### src/rtl/cam_array.sv
// rtl/cam_array.sv - content-addressable key array with registered match vector and sequential flush
// Searches compare against pre-write contents; flush clears one valid bit per cycle.
module cam_array #(
  parameter int ADDR_WIDTH = 4,
  parameter int DEPTH      = 1 << ADDR_WIDTH,
  parameter int KEY_WIDTH  = 8
) (
  input  logic                  clk,
  input  logic                  reset,
  input  logic                  wr_enable,
  input  logic [ADDR_WIDTH-1:0] wr_addr,
  input  logic [KEY_WIDTH-1:0]  wr_data,
  input  logic                  wr_valid,
  input  logic                  search_enable,
  input  logic [KEY_WIDTH-1:0]  search_key,
  input  logic                  flush_req,
  output logic [DEPTH-1:0]      match_out,
  output logic                  match_valid,
  output logic                  busy
);

  typedef enum logic {S_IDLE = 1'b0, S_FLUSH = 1'b1} state_e;

  state_e                state_q, state_d;
  logic [ADDR_WIDTH-1:0] cnt_q, cnt_d;
  logic [KEY_WIDTH-1:0]  key_q [DEPTH];
  logic [KEY_WIDTH-1:0]  key_d [DEPTH];
  logic [DEPTH-1:0]      valid_q, valid_d;
  logic [DEPTH-1:0]      match_q, match_d;
  logic                  match_valid_q, match_valid_d;

  logic idle, wr_accept, search_accept, flush_start, flush_last;

  assign idle          = (state_q == S_IDLE);
  assign wr_accept     = idle & wr_enable & ~flush_req;
  assign search_accept = idle & search_enable;
  assign flush_start   = idle & flush_req;
  assign flush_last    = (cnt_q == ADDR_WIDTH'(DEPTH - 1));

  always_ff @(posedge clk or posedge reset) begin
    if (reset) state_q <= S_IDLE;
    else       state_q <= state_d;
  end

  always_comb begin
    state_d = state_q;
    case (state_q)
      S_IDLE:  if (flush_req) state_d = S_FLUSH;
      S_FLUSH: if (flush_last) state_d = S_IDLE;
      default: state_d = S_IDLE;
    endcase
  end

  always_comb begin
    busy = (state_q == S_FLUSH);
  end

  // Match uses key_q/valid_q, so a same-cycle write is only visible next cycle.
  always_comb begin
    cnt_d         = cnt_q;
    valid_d       = valid_q;
    key_d         = key_q;
    match_d       = '0;
    match_valid_d = search_accept;
    if (flush_start) begin
      cnt_d = '0;
    end else if (!idle) begin
      valid_d[cnt_q] = 1'b0;
      cnt_d          = cnt_q + 1'b1;
    end
    if (wr_accept) begin
      key_d[wr_addr]   = wr_data;
      valid_d[wr_addr] = wr_valid;
    end
    for (int i = 0; i < DEPTH; i++) begin
      match_d[i] = search_accept & valid_q[i] & (key_q[i] == search_key);
    end
  end

  always_ff @(posedge clk or posedge reset) begin
    if (reset) begin
      cnt_q         <= '0;
      valid_q       <= '0;
      match_q       <= '0;
      match_valid_q <= 1'b0;
      for (int i = 0; i < DEPTH; i++) key_q[i] <= '0;
    end else begin
      cnt_q         <= cnt_d;
      valid_q       <= valid_d;
      match_q       <= match_d;
      match_valid_q <= match_valid_d;
      for (int i = 0; i < DEPTH; i++) key_q[i] <= key_d[i];
    end
  end

  assign match_out   = match_q;
  assign match_valid = match_valid_q;

endmodule

### config.mk
export PLATFORM = sky130hd
export DESIGN_NAME = cam_array
export DESIGN_NICKNAME = d
export VERILOG_FILES = /design/src/rtl/cam_array.sv
export SDC_FILE = /design/constraint.sdc
export NUM_CORES = 1
export LEC_CHECK = 0
export ABC_AREA = 0
export BUFFER_PORTS_ARGS = -buffer_cell sky130_fd_sc_hd__buf_2
export CORE_MARGIN = 2
export CORE_UTILIZATION = 45
export CTS_CLUSTER_SIZE = 16
export DETAILED_ROUTE_END_ITERATION = 12
export PLACE_DENSITY = 0.69
export REMOVE_ABC_BUFFERS = 1
export SETUP_SLACK_MARGIN = 0.3
export SYNTH_ARGS = -nofsm -noshare
export SYNTH_HDL_FRONTEND = slang
export SYNTH_SLANG_ARGS = --single-unit
### constraint.sdc
create_clock -name clk -period 4.3 [get_ports clk]
set_clock_uncertainty 0.05 [all_clocks]
set_input_delay 0.215 -clock clk [delete_from_list [all_inputs] [get_ports clk]]
set_output_delay 0.215 -clock clk [all_outputs]
set_load 0.01 [all_outputs]
Word level (Yosys, flattened, before mapping)
Index checks and enable logic that the tools add are counted.
{ "word_totals": {"ff_bits": 166, "output_inout_bits": 18, "in_bits": 26, "wordCells": 106} }
{ "op_classes": {"n_eq_ne": 17, "order_cmp": 6, "n_reduce_logical": 4, "mux": 16, "addsub": 1, "n_bitwise": 41} }
{ "op_table": {"columns": ["operator", "count"], "rows": [
  ["$bwmux 128", 1],
  ["$eq 8x8->1", 16],
  ["$mux 16", 3],
  ["$and 1x1->1", 36],
  ["$demux 8 s4", 1],
  ["$and 16x16->16", 1],
  ["$bwmux 16", 1],
  ["$not 16->16", 1],
  ["$lt 4x5->1 const B", 2],
  ["$demux 1 s4", 2],
  ["$ge 4x1->1 const B", 2],
  ["$mux 4", 2],
  ["$mux 8", 1],
  ["$ge 5x5->1 const B", 1],
  ["$lt 5x1->1 const B", 1],
  ["$not 4->5", 1],
  ["$add 4x1->4 const B", 1],
  ["$eq 4x4->1 const B", 1],
  ["$mux 1", 4],
  ["$logic_and 1x1->1", 3],
  ["$not 1->1", 2],
  ["$pmux 1 s2", 1],
  ["$reduce_bool 2->1", 1]
]} }

Depth between registers and ports, before layout
{ "depth": {"ltp_word": 10, "depth_mapped": 6, "depth_no_buf": 5} }

Worst setup path after synthesis
OpenSTA, ideal clock, no wires.
{ "synth_timing": {"path_kind": "flip-flop to flip-flop", "start": "register state_q, in the netlist busy", "end": "register key_q[100] (netlist bit)", "t_required_ns": 4.125, "period_less_slack_ns": 2.074, "stages_incl_launch_ff": 6, "t_arrival_ns": 1.899, "setup_ns": 0.125, "n_path_buf": 2, "slack_ns": 2.226, "cell_sequence": "dfrtp_1 > buf_6 > or4b_1 > buf_2 > nor3_4 > mux2_2"} }
{ "synth_between": {"elab_chain_len": 3} }
{ "synth_lines": {"columns": ["element", "line_no", "source"], "rows": [
  ["from (decl)", "24", "state_e state_q, state_d;"],
  ["from (signal assigned)", "42", "else state_q <= state_d;"],
  ["$not 1->1", null, null],
  ["$and 1x1->1 (2 in a row)", "35", "assign wr_accept = idle & wr_enable & ~flush_req;"],
  ["to (decl)", "26", "logic [KEY_WIDTH-1:0] key_q [DEPTH];"]
]} }
No other way between the ends.
A chain may end at the register's enable or synchronous reset.

Worst setup path in the final report
{ "layout_timing": {"start": "register state_q, in the netlist busy", "end": "register key_q[29] (netlist bit)"} }
Same word-level chain as after synthesis.

==> out/results.txt <==
The flow ran to the end, but the final reports show violations. The final reports fail on hold timing. CTS saw 166 sinks.

For the wire length of the first global-routing pass, the log shows 29300 um. The share of cells above drive strength 1 is 0.323, and the largest vdd supply drop is 0.354 mV. The synthesized flop and latch total is 166, and the sequential cell area is 0.00415 sq mm. The signal on the critical path passes through nor4bb_1, nand3_1, mux2_2. For the area of the mapped netlist, the log shows 0.00789 sq mm. The die covers 0.0186 sq mm. Before antenna repair, the detailed router went through 5 iterations. Fill cells in the final layout number 1510. The post-synthesis sequential area ratio was 0.527. The CTS root buffer is sky130_fd_sc_hd__clkbuf_16. Setup violations remaining at the end of the flow were counted as 0. Yosys mapped the design onto 31 distinct sky130hd cell types. The run gives 0 as the final count of pins violating max slew. After detailed routing, the total wire length is 18100 um. The cell type with the highest aggregate area in the netlist is sky130_fd_sc_hd__dfrtp_1. During synthesis, Yosys emitted a total of 0 warnings. The antenna diode instance count is 0. The proportion of netlist area held by the largest area contributor was 0.527; the placed standard-cell area was 0.00827 sq mm.

The tool flagged a number of max-cap violations equal to 0. The worst setup path is captured at a register. Entering global routing, the biggest net connects 111 pins. TritonCTS built the clock tree. The die is 136 um tall.

The critical path launch point type is a register. The initial standard-cell utilization of the core was 0.458. At the worst endpoint, the required time is 4.56 ns. Using the TritonRoute via totals, the vias-per-cell ratio works out to 5.44. The clock transition at the registers of the reported paths was 0.06 ns. Among all stages on the critical path, the largest delay is contributed by sky130_fd_sc_hd__nor4bb_1. Power comes to 0.00414 W.

The run gives 0 as the count of hold-fix buffers inserted at cts. The initialized floorplan defines 48 standard-cell rows. At the pin with the least slew margin, the transition time is 0.986 ns. Post-CTS resize count: 0. The number of hold-slack violations in the final timing report was 31; the clock insertion delay at the later pin of the skew report was 0.43 ns. The run gives -0.0316 ns as the final hold slack. Summing over every cut layer, the via total after detailed routing is 4809. For the number of DRC markers after the initial detailed-route iteration, the log shows 233.

The relative max-transition margin was 0.343; the ratio of final minimum period to clock period was 0.554. The number of buffers and inverters on the critical path is 0. Clock period minus worst slack: 2.38 ns.

The critical path class is reg2reg. The number of buffers between clock root and the deepest sink was 2; the global placer's final weighted congestion was 0.774. The finished layout cell area was 0.00884 sq mm. Setup slack on the worst reg-to-reg path comes out at 1.92 ns. The run gives 884 as the final cell count without fillers. The analysis attributes to cell leakage a power of 3.98 nW.

In this run the number of H-tree levels came out at 4. Relative to the synthesized area, the layout overhead comes to 12.1%. For the number of antenna violations at the first check in global routing, the log shows 0.

The average footprint of a synthesized cell was 12.8 sq um. During placement, the flow inserted port buffers numbering 43. Counting every instance in the synthesized netlist gives 616. The half-perimeter wire length after detailed placement was 11100 um; the post-CTS setup buffer count was 0. The run gives 0.216 as the global-route total usage across every layer. For the worst setup path, the data arrival time is 2.64 ns.

The remaining design rule violation count was 0; the post-detailed-route count of antenna-violating nets was 0. Largest fanout on the critical path: 19. The kind of cell with the highest combined delay on the critical path is simple AND/OR/NAND/NOR gates.

After the last flow step, the layout net total stands at 680. The path type of the worst min-delay path is in2async. The logs give 0.00357 sq mm for the multi-input logic area and 44 for the number of top-level pins. The x dimension of the die works out to 136 um.

Counting the buffers created by CTS gives 17. For the number of global-route vias before repair, the log shows 5268. The final core area utilization is 0.513, and the power per cell area is 468 mW/mm^2. The region available for standard cell placement spans 0.0172 sq mm. The largest stage delay on the critical path is 0.64 ns. The timing-limited maximum frequency is 420 MHz. Yosys attributes the largest share of cell area to sky130_fd_sc_hd__dfrtp_1 53%, sky130_fd_sc_hd__mux2_2 18%, sky130_fd_sc_hd__xnor2_1 14%.

The number of placed instances, taps included is 853. Setup repair after global routing left no endpoint under its margin. After detailed routing, the average wire length per cell comes to 20.5 um. Summed over all failing endpoints, the final setup total negative slack is 0 ns. Summed over all layers, the global routing overflow is 0.
[path summary, 6_finish.rpt]
kind,from,endpoint,cells after the start
min,reset,key_q[62],2
max,busy,key_q[29],3
max in group asynchronous,reset,key_q[8],3
max reg2reg,busy,key_q[29],3
min reg2reg,key_q[76],key_q[76],1
min in group clk,flush_req,busy,3
[final cells by class]
cell class,instances,share of cell area
Multi-Input combinational cell,411,0.404
Clock buffer,23,0.0541
Clock inverter,8,0.0112
Sequential cell,166,0.470
Tap cell,225,0.0318
Inverter,5,0.00269
Timing Repair Buffer,46,0.0269
[where the power goes]
part	internal, W	switching [W]	total, W
clock network	0.000895	0.000594	0.00149
logic	0.000340	0.000348	0.000688
registers	0.00178	0.000181	0.00196
total	0.00302	0.00112	0.00414
[placed cells by master, fill, tap and decap left out, types with 2 or more instances in the layout]
cell	n
sky130_fd_sc_hd__nand4_1	16
sky130_fd_sc_hd__buf_4	3
sky130_fd_sc_hd__clkbuf_1	3
sky130_fd_sc_hd__clkbuf_16	17
sky130_fd_sc_hd__clkinv_2	3
sky130_fd_sc_hd__clkinvlp_4	2
sky130_fd_sc_hd__o21ai_0	15
sky130_fd_sc_hd__clkbuf_8	3
sky130_fd_sc_hd__nand2b_1	4
sky130_fd_sc_hd__nor2_2	3
sky130_fd_sc_hd__nor2_1	4
sky130_fd_sc_hd__nor2b_1	2
sky130_fd_sc_hd__ha_1	7
sky130_fd_sc_hd__nand2_1	15
sky130_fd_sc_hd__nor2_4	3
sky130_fd_sc_hd__buf_2	43
sky130_fd_sc_hd__o31ai_1	3
sky130_fd_sc_hd__nor3_1	17
sky130_fd_sc_hd__xnor2_1	128
sky130_fd_sc_hd__mux2i_1	16
sky130_fd_sc_hd__nor3b_1	2
sky130_fd_sc_hd__nand3_1	36
sky130_fd_sc_hd__inv_1	4
sky130_fd_sc_hd__dfrtp_1	166
sky130_fd_sc_hd__nand3b_1	2
sky130_fd_sc_hd__bufinv_16	2
sky130_fd_sc_hd__mux2_2	129
[worst register-to-register path, cell delays in order, from the launching register on]
cell and delay (ns):
sky130_fd_sc_hd__dfrtp_1 0.58, sky130_fd_sc_hd__nor4bb_1 0.64, sky130_fd_sc_hd__nand3_1 0.54, sky130_fd_sc_hd__mux2_2 0.44
[cells in the mapped netlist]
cell	n
sky130_fd_sc_hd__inv_1	5
sky130_fd_sc_hd__nor3_1	17
sky130_fd_sc_hd__nor3_2	1
sky130_fd_sc_hd__nand4_1	16
sky130_fd_sc_hd__nor2_2	3
sky130_fd_sc_hd__a21oi_1	1
sky130_fd_sc_hd__xnor2_1	128
sky130_fd_sc_hd__buf_2	9
sky130_fd_sc_hd__or4b_1	1
sky130_fd_sc_hd__nand3b_1	2
sky130_fd_sc_hd__nor2_1	4
sky130_fd_sc_hd__clkbuf_1	24
sky130_fd_sc_hd__mux2i_1	16
sky130_fd_sc_hd__nand2b_1	4
sky130_fd_sc_hd__nor4b_2	1
sky130_fd_sc_hd__dfrtp_1	166
sky130_fd_sc_hd__mux2_2	129
sky130_fd_sc_hd__o22ai_1	1
sky130_fd_sc_hd__nor4bb_1	1
sky130_fd_sc_hd__o21ai_0	15
sky130_fd_sc_hd__nand4bb_1	1
sky130_fd_sc_hd__o31ai_1	3
sky130_fd_sc_hd__nor2b_1	2
sky130_fd_sc_hd__nor2_4	3
sky130_fd_sc_hd__nor3_4	1
sky130_fd_sc_hd__nand2_1	15
sky130_fd_sc_hd__a22o_1	1
sky130_fd_sc_hd__nor3b_1	2
sky130_fd_sc_hd__buf_6	1
sky130_fd_sc_hd__ha_1	7
sky130_fd_sc_hd__nand3_1	36
[sequential cells by signal (all words and copies together), names as in the netlist]
name / cells
cnt_q: 4
busy: 1
match_out: 16
key_q: 128
valid_q: 16
match_valid: 1
[logic make-up (layout without fill, tap and decap cells)]
kind of cell               Yosys count  after routing  synth area share
and+or+nand+nor                    110            110            0.0798
adders and majority gates            7              7            0.0111
xor gates and xnor gates           128            128             0.142
muxes                              145            145             0.204
AOI/OAI and AO/OA                   21             21            0.0149
DFF                                166            166             0.527
buffers and inverters               39             82            0.0209
[metrics by stage]
| step | hold WS (ns) | setup WS (ns) |
|---|---|---|
| after global placement | 0.441 | 2.01 |
| final | -0.0316 | 1.92 |
| after floorplan | 0.316 | -0.455 |
| after CTS | 0.0163 | 1.94 |
| after global routing | 0.0619 | 1.79 |
| after detailed placement | 0.465 | 1.95 |
[metal layers]
layer,up-vias,part of all wire,track usage,routed length [um]
li1,2176,-,-,-
met1,2492,0.42,0.273,7690
met2,109,0.50,0.366,9130
met3,32,0.050,0.0429,905
met4,0,0.022,0.0810,401
met5,-,0,0,0
No activity file was read; power rests on OpenSTA's default activity.
